## src/rtl/phase_sched_pkg.sv

```systemverilog
// Shared types and constants for the phase scheduler and its dwell timer.
package phase_sched_pkg;
  typedef enum logic [1:0] {IDLE, RUN, PAUSED, DRAIN} state_e;

  localparam int NUM_PHASES = 4;
  localparam int PHASE_W    = 2;

  localparam logic [1:0] COND_HOLD = 2'b00;
  localparam logic [1:0] COND_ADV  = 2'b01;
endpackage

```

## src/rtl/phase_scheduler_dwell_timer.sv

```systemverilog
// Down-counting dwell timer: load wins over decrement, done flags the final cycle of a phase.
module dwell_timer #(
  parameter int DW = 8
) (
  input  logic          clk,
  input  logic          reset,
  input  logic          load,
  input  logic [DW-1:0] load_val,
  input  logic          dec,
  output logic          done
);
  logic [DW-1:0] count;

  always_ff @(posedge clk or posedge reset) begin
    if (reset) begin
      count <= '0;
    end else if (load) begin
      count <= load_val;
    end else if (dec) begin
      count <= count - DW'(1);
    end
  end

  assign done = (count == DW'(1));
endmodule

```

## src/rtl/phase_scheduler.sv

```systemverilog
// Phase scheduler: dwells in each stepper phase, then pulses an advance on cond_o.
// Optional lock-step check against the stepper's state is enabled by PHASE_CHECK_EN.
module phase_scheduler
  import phase_sched_pkg::*;
#(
  parameter int DW    = 8,
  parameter int LAP_W = 8
) (
  input  logic               clk,
  input  logic               reset,
  input  logic               start,
  input  logic               stop,
  input  logic               pause,
  input  logic [4*DW-1:0]    dwell_cfg,
`ifdef PHASE_CHECK_EN
  input  logic [1:0]         stepper_state,
  output logic               sync_err,
`endif
  output logic [1:0]         cond_o,
  output logic [PHASE_W-1:0] phase,
  output logic               busy,
  output logic               lap_done,
  output logic [LAP_W-1:0]   lap_count,
  output state_e             state_dbg
);
  localparam logic [PHASE_W-1:0] LAST_PHASE = PHASE_W'(NUM_PHASES - 1);

  state_e            state;
  logic              timer_done;
  logic              advance;
  logic              timer_load;
  logic              timer_dec;
  logic [DW-1:0]     timer_val;
  logic [PHASE_W-1:0] next_phase;

  // A zero dwell setting still holds the phase for one cycle.
  function automatic logic [DW-1:0] eff_dwell(input logic [PHASE_W-1:0] p);
    logic [DW-1:0] v;
    v = dwell_cfg[int'(p)*DW +: DW];
    return (v == '0) ? DW'(1) : v;
  endfunction

  assign advance    = ((state == RUN) || (state == DRAIN)) && timer_done;
  assign next_phase = phase + PHASE_W'(1);
  assign timer_load = ((state == IDLE) && start) || advance;
  assign timer_val  = (state == IDLE) ? eff_dwell('0) : eff_dwell(next_phase);
  assign timer_dec  = ((state == RUN) || (state == DRAIN)) && !advance;

  dwell_timer #(.DW(DW)) u_timer (
    .clk      (clk),
    .reset    (reset),
    .load     (timer_load),
    .load_val (timer_val),
    .dec      (timer_dec),
    .done     (timer_done)
  );

  assign cond_o    = advance ? COND_ADV : COND_HOLD;
  assign lap_done  = advance && (phase == LAST_PHASE);
  assign busy      = (state != IDLE);
  assign state_dbg = state;

  always_ff @(posedge clk or posedge reset) begin
    if (reset) begin
      state <= IDLE;
      phase <= '0;
`ifdef PHASE_CHECK_EN
      sync_err <= 1'b0;
`endif
    end
`ifdef PHASE_CHECK_EN
    else if ((state != IDLE) && (stepper_state != phase)) begin
      sync_err <= 1'b1;
      state    <= IDLE;
      phase    <= '0;
    end
`endif
    else begin
      case (state)
        IDLE: begin
          if (start) begin
            state <= RUN;
            phase <= '0;
          end
        end
        RUN: begin
          if (advance) phase <= next_phase;
          if (stop)       state <= DRAIN;
          else if (pause) state <= PAUSED;
        end
        PAUSED: begin
          if (stop)        state <= DRAIN;
          else if (!pause) state <= RUN;
        end
        DRAIN: begin
          if (advance) begin
            phase <= next_phase;
            if (phase == LAST_PHASE) state <= IDLE;
          end
        end
        default: state <= IDLE;
      endcase
    end
  end

  // Completed-lap counter sticks at all-ones instead of wrapping.
  always_ff @(posedge clk or posedge reset) begin
    if (reset) begin
      lap_count <= '0;
    end else if (lap_done && (lap_count != '1)) begin
      lap_count <= lap_count + LAP_W'(1);
    end
  end
endmodule
```

## config.mk

```make
export PLATFORM = sky130hd
export DESIGN_NAME = phase_scheduler
export DESIGN_NICKNAME = d
export VERILOG_FILES = /design/src/rtl/phase_sched_pkg.sv /design/src/rtl/phase_scheduler_dwell_timer.sv /design/src/rtl/phase_scheduler.sv
export SDC_FILE = /design/constraint.sdc
export NUM_CORES = 1
export LEC_CHECK = 0
export ABC_AREA = 1
export BUFFER_PORTS_ARGS = -buffer_cell sky130_fd_sc_hd__buf_2
export CAP_MARGIN = 20
export CORE_ASPECT_RATIO = 1.75
export CORE_MARGIN = 5
export CORE_UTILIZATION = 56
export CTS_BUF_LIST = sky130_fd_sc_hd__clkbuf_8
export CTS_CLUSTER_SIZE = 14
export DETAILED_ROUTE_END_ITERATION = 10
export GPL_TIMING_DRIVEN = 0
export PLACE_DENSITY = 0.86
export SLEW_MARGIN = 0
export SYNTH_ARGS = -nofsm -noshare
export SYNTH_HDL_FRONTEND = slang
export SYNTH_SLANG_ARGS = --single-unit
```

## constraint.sdc

```tcl
create_clock -name clk -period 3.7 [get_ports clk]
set_input_delay 0.74 -clock clk [delete_from_list [all_inputs] [get_ports clk]]
set_output_delay 0.74 -clock clk [all_outputs]
set_load 0.1 [all_outputs]
```

Word-level counts from Yosys, hierarchy flattened
Cells that the tools add are included.
- $add $sub $neg: 3
- equality and inequality tests: 12
- shift-type cells: 1
- multiplexer cells: 17
- reduce and logical (&&, ||, !) cells: 17
- operators with widths (cell ; number):
    $mux W8 ; 5
    $shiftx A32 B6 Y8 ; 1
    $mux W2 ; 9
    $logic_not A8 Y1 ; 2
    $add A8 B1 Y8 const B ; 1
    $eq A8 B1 Y1 const B ; 1
    $ne A8 B8 Y1 const B ; 1
    $pmux W2 S4 ; 1
    $sub A8 B1 Y8 const B ; 1
    $eq A2 B2 Y1 const B ; 3
    $ne A3 B3 Y1 const B ; 2
    $reduce_bool A2 Y1 ; 3
    $logic_and A1 B1 Y1 ; 5
    $reduce_and A5 Y1 ; 1
    $ne A2 B1 Y1 const B ; 2
    $ne A2 B2 Y1 const B ; 2
    $pmux W2 S2 ; 1
    $reduce_and A3 Y1 ; 1
    $add A2 B1 Y2 const B ; 1
    $eq A2 B1 Y1 const B ; 1
    $logic_not A2 Y1 ; 1
    $logic_or A1 B1 Y1 ; 2
    $reduce_or A2 Y1 ; 1
    $logic_not A1 Y1 ; 1
    $mux W1 ; 1
- bits in registers: 20
- input bits: 37
- output and inout port bits: 16
- logic and storage cells: 54

Longest topological paths before layout
- word-level depth: 7
- depth in mapped cells: 12
- gate-level depth less buffers: 10

Modules after synthesis
A second synthesis with hierarchy kept.
- cell total of the unflattened synthesis: 246
- area total of the unflattened synthesis: 1675.4 um2
- modules (own cells, without submodules) (module ; instances ; cells each ; area each (um2) ; sequential area each (um2)):
    phase_scheduler ; 1 ; 174 ; 1129.8 ; 300.3
    dwell_timer ; 1 ; 72 ; 545.5 ; 200.2

Least setup slack after synthesis
OpenSTA, ideal clock, no wires.
- path type: reg-to-output
- from: reg state[0], in the netlist state_dbg[0]
- to: out lap_done
- data arrival time: 2196 ps
- data required time: 2960 ps
- setup slack: 764 ps
- stages on the path, launching flop included: 6
- path buffers: 1
- path through: dfrtp_1 -> buf_6 -> nand3_1 -> nor4_1 -> nand2_1 -> inv_1
- longest elaborated chain between the ends: 4
- elaborated cells between the ends (all ways): 5
- those cells by class: 2 x eq/ne; 3 x reduce/logical
- RTL lines (element ; line ; RTL):
    start, declared ; phase_scheduler.sv:28 ; state_e state;
    start signal, assigned ; phase_scheduler.sv:65 ; state <= IDLE;
    start signal, assigned ; phase_scheduler.sv:82 ; state <= RUN;
    start signal, assigned ; phase_scheduler.sv:88 ; if (stop) state <= DRAIN;
    $eq A2 B1 Y1 or $eq A2 B2 Y1 (tied branches) ; phase_scheduler.sv:43 ; assign advance = ((state == RUN) || (state == DRAIN)) && timer_done;
    $logic_or A1 B1 Y1 * ; phase_scheduler.sv:43 ;
    $logic_and A1 B1 Y1 * ; phase_scheduler.sv:43 ;
    via advance ; phase_scheduler.sv:30 ; logic advance;
    $logic_and A1 B1 Y1 * ; phase_scheduler.sv:59 ; assign lap_done = advance && (phase == LAST_PHASE);
    end, declared ; phase_scheduler.sv:22 ; output logic lap_done,
Mark *: on every way through the listed nets, which the timed path passes. The rest lies on a longest branch.

Worst setup path in the final report
- from: reg u_timer.count[1]
- to: out cond_o[0]
- longest elaborated chain between the ends: 3
- RTL lines (element ; line ; RTL):
    start, declared ; phase_scheduler_dwell_timer.sv:12 ; logic [DW-1:0] count;
    start signal, assigned ; phase_scheduler_dwell_timer.sv:18 ; count <= load_val;
    start signal, assigned ; phase_scheduler_dwell_timer.sv:20 ; count <= count - DW'(1);
    $eq A8 B1 Y1 ; phase_scheduler_dwell_timer.sv:24 ; assign done = (count == DW'(1));
    $logic_and A1 B1 Y1 ; phase_scheduler.sv:43 ;
    via advance ; phase_scheduler.sv:30 ;
    $mux W1 ; phase_scheduler.sv:58 ; assign cond_o = advance ? COND_ADV : COND_HOLD;
    end, declared ; phase_scheduler.sv:19 ; output logic [1:0] cond_o,
The timed path passes the listed nets, and every way through them passes these cells.

==> results.sh <==
export IMPL_fp_dieW_um=52.13
export IMPL_irDropWorstVdd_mv=1.033
export IMPL_syn2layout_area_growth_pct=20.07
export IMPL_cp_num_cells=6
export IMPL_cp_required_ns=2.96
export IMPL_use_met2_pct=41.47
export IMPL_synth_top_area_share_pct=28.78
export IMPL_tns_ns=0
export IMPL_layout_nets=345
export IMPL_crit_family="buffers and inverters"
export IMPL_post_place_ws_ns=1.229
export IMPL_yosysTopAreaCell="dfrtp_1"
export IMPL_synth_cell_types=35
export IMPL_n_antenna_cell=0
export IMPL_critPathMaxFanout=5
export IMPL_synth_nets=289
export IMPL_cts_root_buf="clkbuf_8"
export IMPL_antenna_found_initial=0
export IMPL_ios=53
export IMPL_routed_wl_um=4233
export IMPL_setup_ws_ns=0.9294
export IMPL_netlist_top_cells_area="dfrtp_1, nand2_1, nand3_1"
export IMPL_layout_min_cycle_time_ns=2.771
export IMPL_max_stage_delay_ns=0.41
export IMPL_place_area_um2=2047
export IMPL_cap_violations=0
export IMPL_grt_use_met3_pct=1.252
export IMPL_drc=0
export IMPL_leakagePower_nw=1.072
export IMPL_syn_instance_count=248
export IMPL_dp_hpwl_um=3561
export IMPL_ff2ff_path_depth=11
export IMPL_drive_above_1_share_pct=26.82
export IMPL_clk_pin_slew_worst_paths_ns=0.07
export IMPL_slowest_stage="buf_2"
export IMPL_post_cts_buffers=0
export IMPL_grt_usage_pct=21.51
export IMPL_place_inst=341
export IMPL_path_buf_inv=3
export IMPL_slew_headroom_pct=48.12
export IMPL_gr_total_overflow=0
export IMPL_status="completed"
export IMPL_start_util_pct=58.75
export IMPL_finalInstanceArea_um2=2088
export IMPL_worst_setup_path_end_kind="output pin"
export IMPL_layout_commonest_cell="nand2_1"
export IMPL_grt_pass1_wl_um=7389
export IMPL_rsz0062_at_grt="false"
export IMPL_htreeDepth=1
export IMPL_yosysSeqAreaShare_pct=28.78
export IMPL_finish_utilization_pct=70.54
export IMPL_layout_common_cells="nand2_1, buf_2, nand3_1"
export IMPL_setup_violations=0
export IMPL_min_period_over_period_pct=74.88
export IMPL_hold_class="flip-flop to flip-flop"
export IMPL_first_pass_iters=4
export IMPL_met1_usage_pct=19.35
export IMPL_report_final_slew_viol_count=0
export IMPL_cts_tree="yes"
export IMPL_maxClockFrequency_ghz=0.3609
export IMPL_dieArea_um2=4364
export IMPL_power_density_nw_per_um2=827.9
export IMPL_cts_buffers=3
export IMPL_numPortBuffers=51
export IMPL_vias=1794
export IMPL_layout_cells_non_filler=344
export IMPL_arrival_ns=2.03
export IMPL_cts_hold_buf=0
export IMPL_worstHoldPathCells=2
export IMPL_ctsLongestPathBuffers=2
export IMPL_place_congestion=0.8396
export IMPL_antenna_left=0
export IMPL_syn_mean_instance_area_um2=7.013
export IMPL_cts_sinks=20
export IMPL_synth_warnings=0
export IMPL_core_um2=2960
export IMPL_busiest_layer="met2"
export IMPL_hold_ws_ns=0.5278
export IMPL_die_y_um=83.72
export IMPL_crit_path_start_kind="flip-flop"
export IMPL_avgViaCountPerCell=5.215
export IMPL_clkLatencyLatePin_ns=0.26
export IMPL_path_class="flip-flop to output pin"
export IMPL_synth_seq_cells=20
export IMPL_synth_area_um2=1739
export IMPL_grt_pass1_vias=1878
export IMPL_drt_iter0_drc=28
export IMPL_cts_resized=0
export IMPL_fin_skew_ns=0.004083
export IMPL_num_rows=26
export IMPL_path_cells="inv_1, ha_1, nand3_1, nor4_1, buf_4, buf_2"
export IMPL_worst_slew_pin_slew_ns=0.7774
export IMPL_wire_per_inst_um=12.31
export IMPL_grt_max_degree=21
export IMPL_hold_viol=0
export IMPL_total_power_mw=1.729
-- worst min-delay path: stages (launching register included) --
cell and delay, ns:
dfrtp_1 0.38, nand2_1 0.06, o31ai_1 0.05
-- cells by family (layout without fill, tap and decap cells) --
family	after synthesis	count (layout)	synth area share, %
compound gates	36	36	13.60
fa+ha+maj	4	4	2.878
flops	20	20	28.78
other cells	1	1	0.2156
xor+xnor	11	11	5.540
simple gates	141	141	36.98
buf+inv	35	89	12.01
-- routing by layer --
metal / up-vias / part of all wire (%)
li1: 928 / -
met5: - / 0
met2: 70 / 56
met1: 780 / 34
met3: 16 / 5.3
met4: 0 / 4.3
-- registers in the layout (all words and copies together) (netlist names) --
name	count
state_dbg	2
lap_count	8
u_timer.count	8
phase	2
-- synth_stat cells, drive strengths merged --
master	n
buf	10
nand2	82
nor3	4
a31oi	1
a22oi	1
inv	23
clkinv	1
o211ai	9
conb	1
a21oi	8
xnor2	3
xor2	8
o21bai	1
o21ai	15
nor4	1
bufinv	1
o31ai	1
nand3	29
ha	4
dfrtp	20
nand4	5
nor2	20
-- where the power goes --
part	switching (mW)	internal, mW	leakage, nW
clock	0.0682	0.0725	0.0216
sequential	0.0601	0.290	0.258
combinational	0.840	0.398	0.793
-- worst paths after layout --
check,from,end,slack (ns)
max in group asynchronous,reset,u_timer.count[4]$_DFFE_PP0P_,2.60
setup / recovery,u_timer.count[1]$_DFFE_PP0P_,cond_o[0],0.93
hold reg to reg,phase[1]$_DFFE_PP0P_,phase[1]$_DFFE_PP0P_,0.53
setup reg to reg,phase[0]$_DFFE_PP0P_,u_timer.count[0]$_DFFE_PP0P_,1.86
hold / removal,phase[1]$_DFFE_PP0P_,phase[1]$_DFFE_PP0P_,0.53
min in group asynchronous,reset,u_timer.count[6]$_DFFE_PP0P_,0.61
-- final cells by class --
class                      instances  area (um2)
buffer                            10       91.34
multi-input combinational        193        1030
sequential                        20       500.5
tap                               42       52.55
fill                             265       872.1
timing repair buffer              51       255.2
clock buffer                       3       41.29
inverter                          25       117.6
Note: power is estimated with default switching activity, not from simulation.
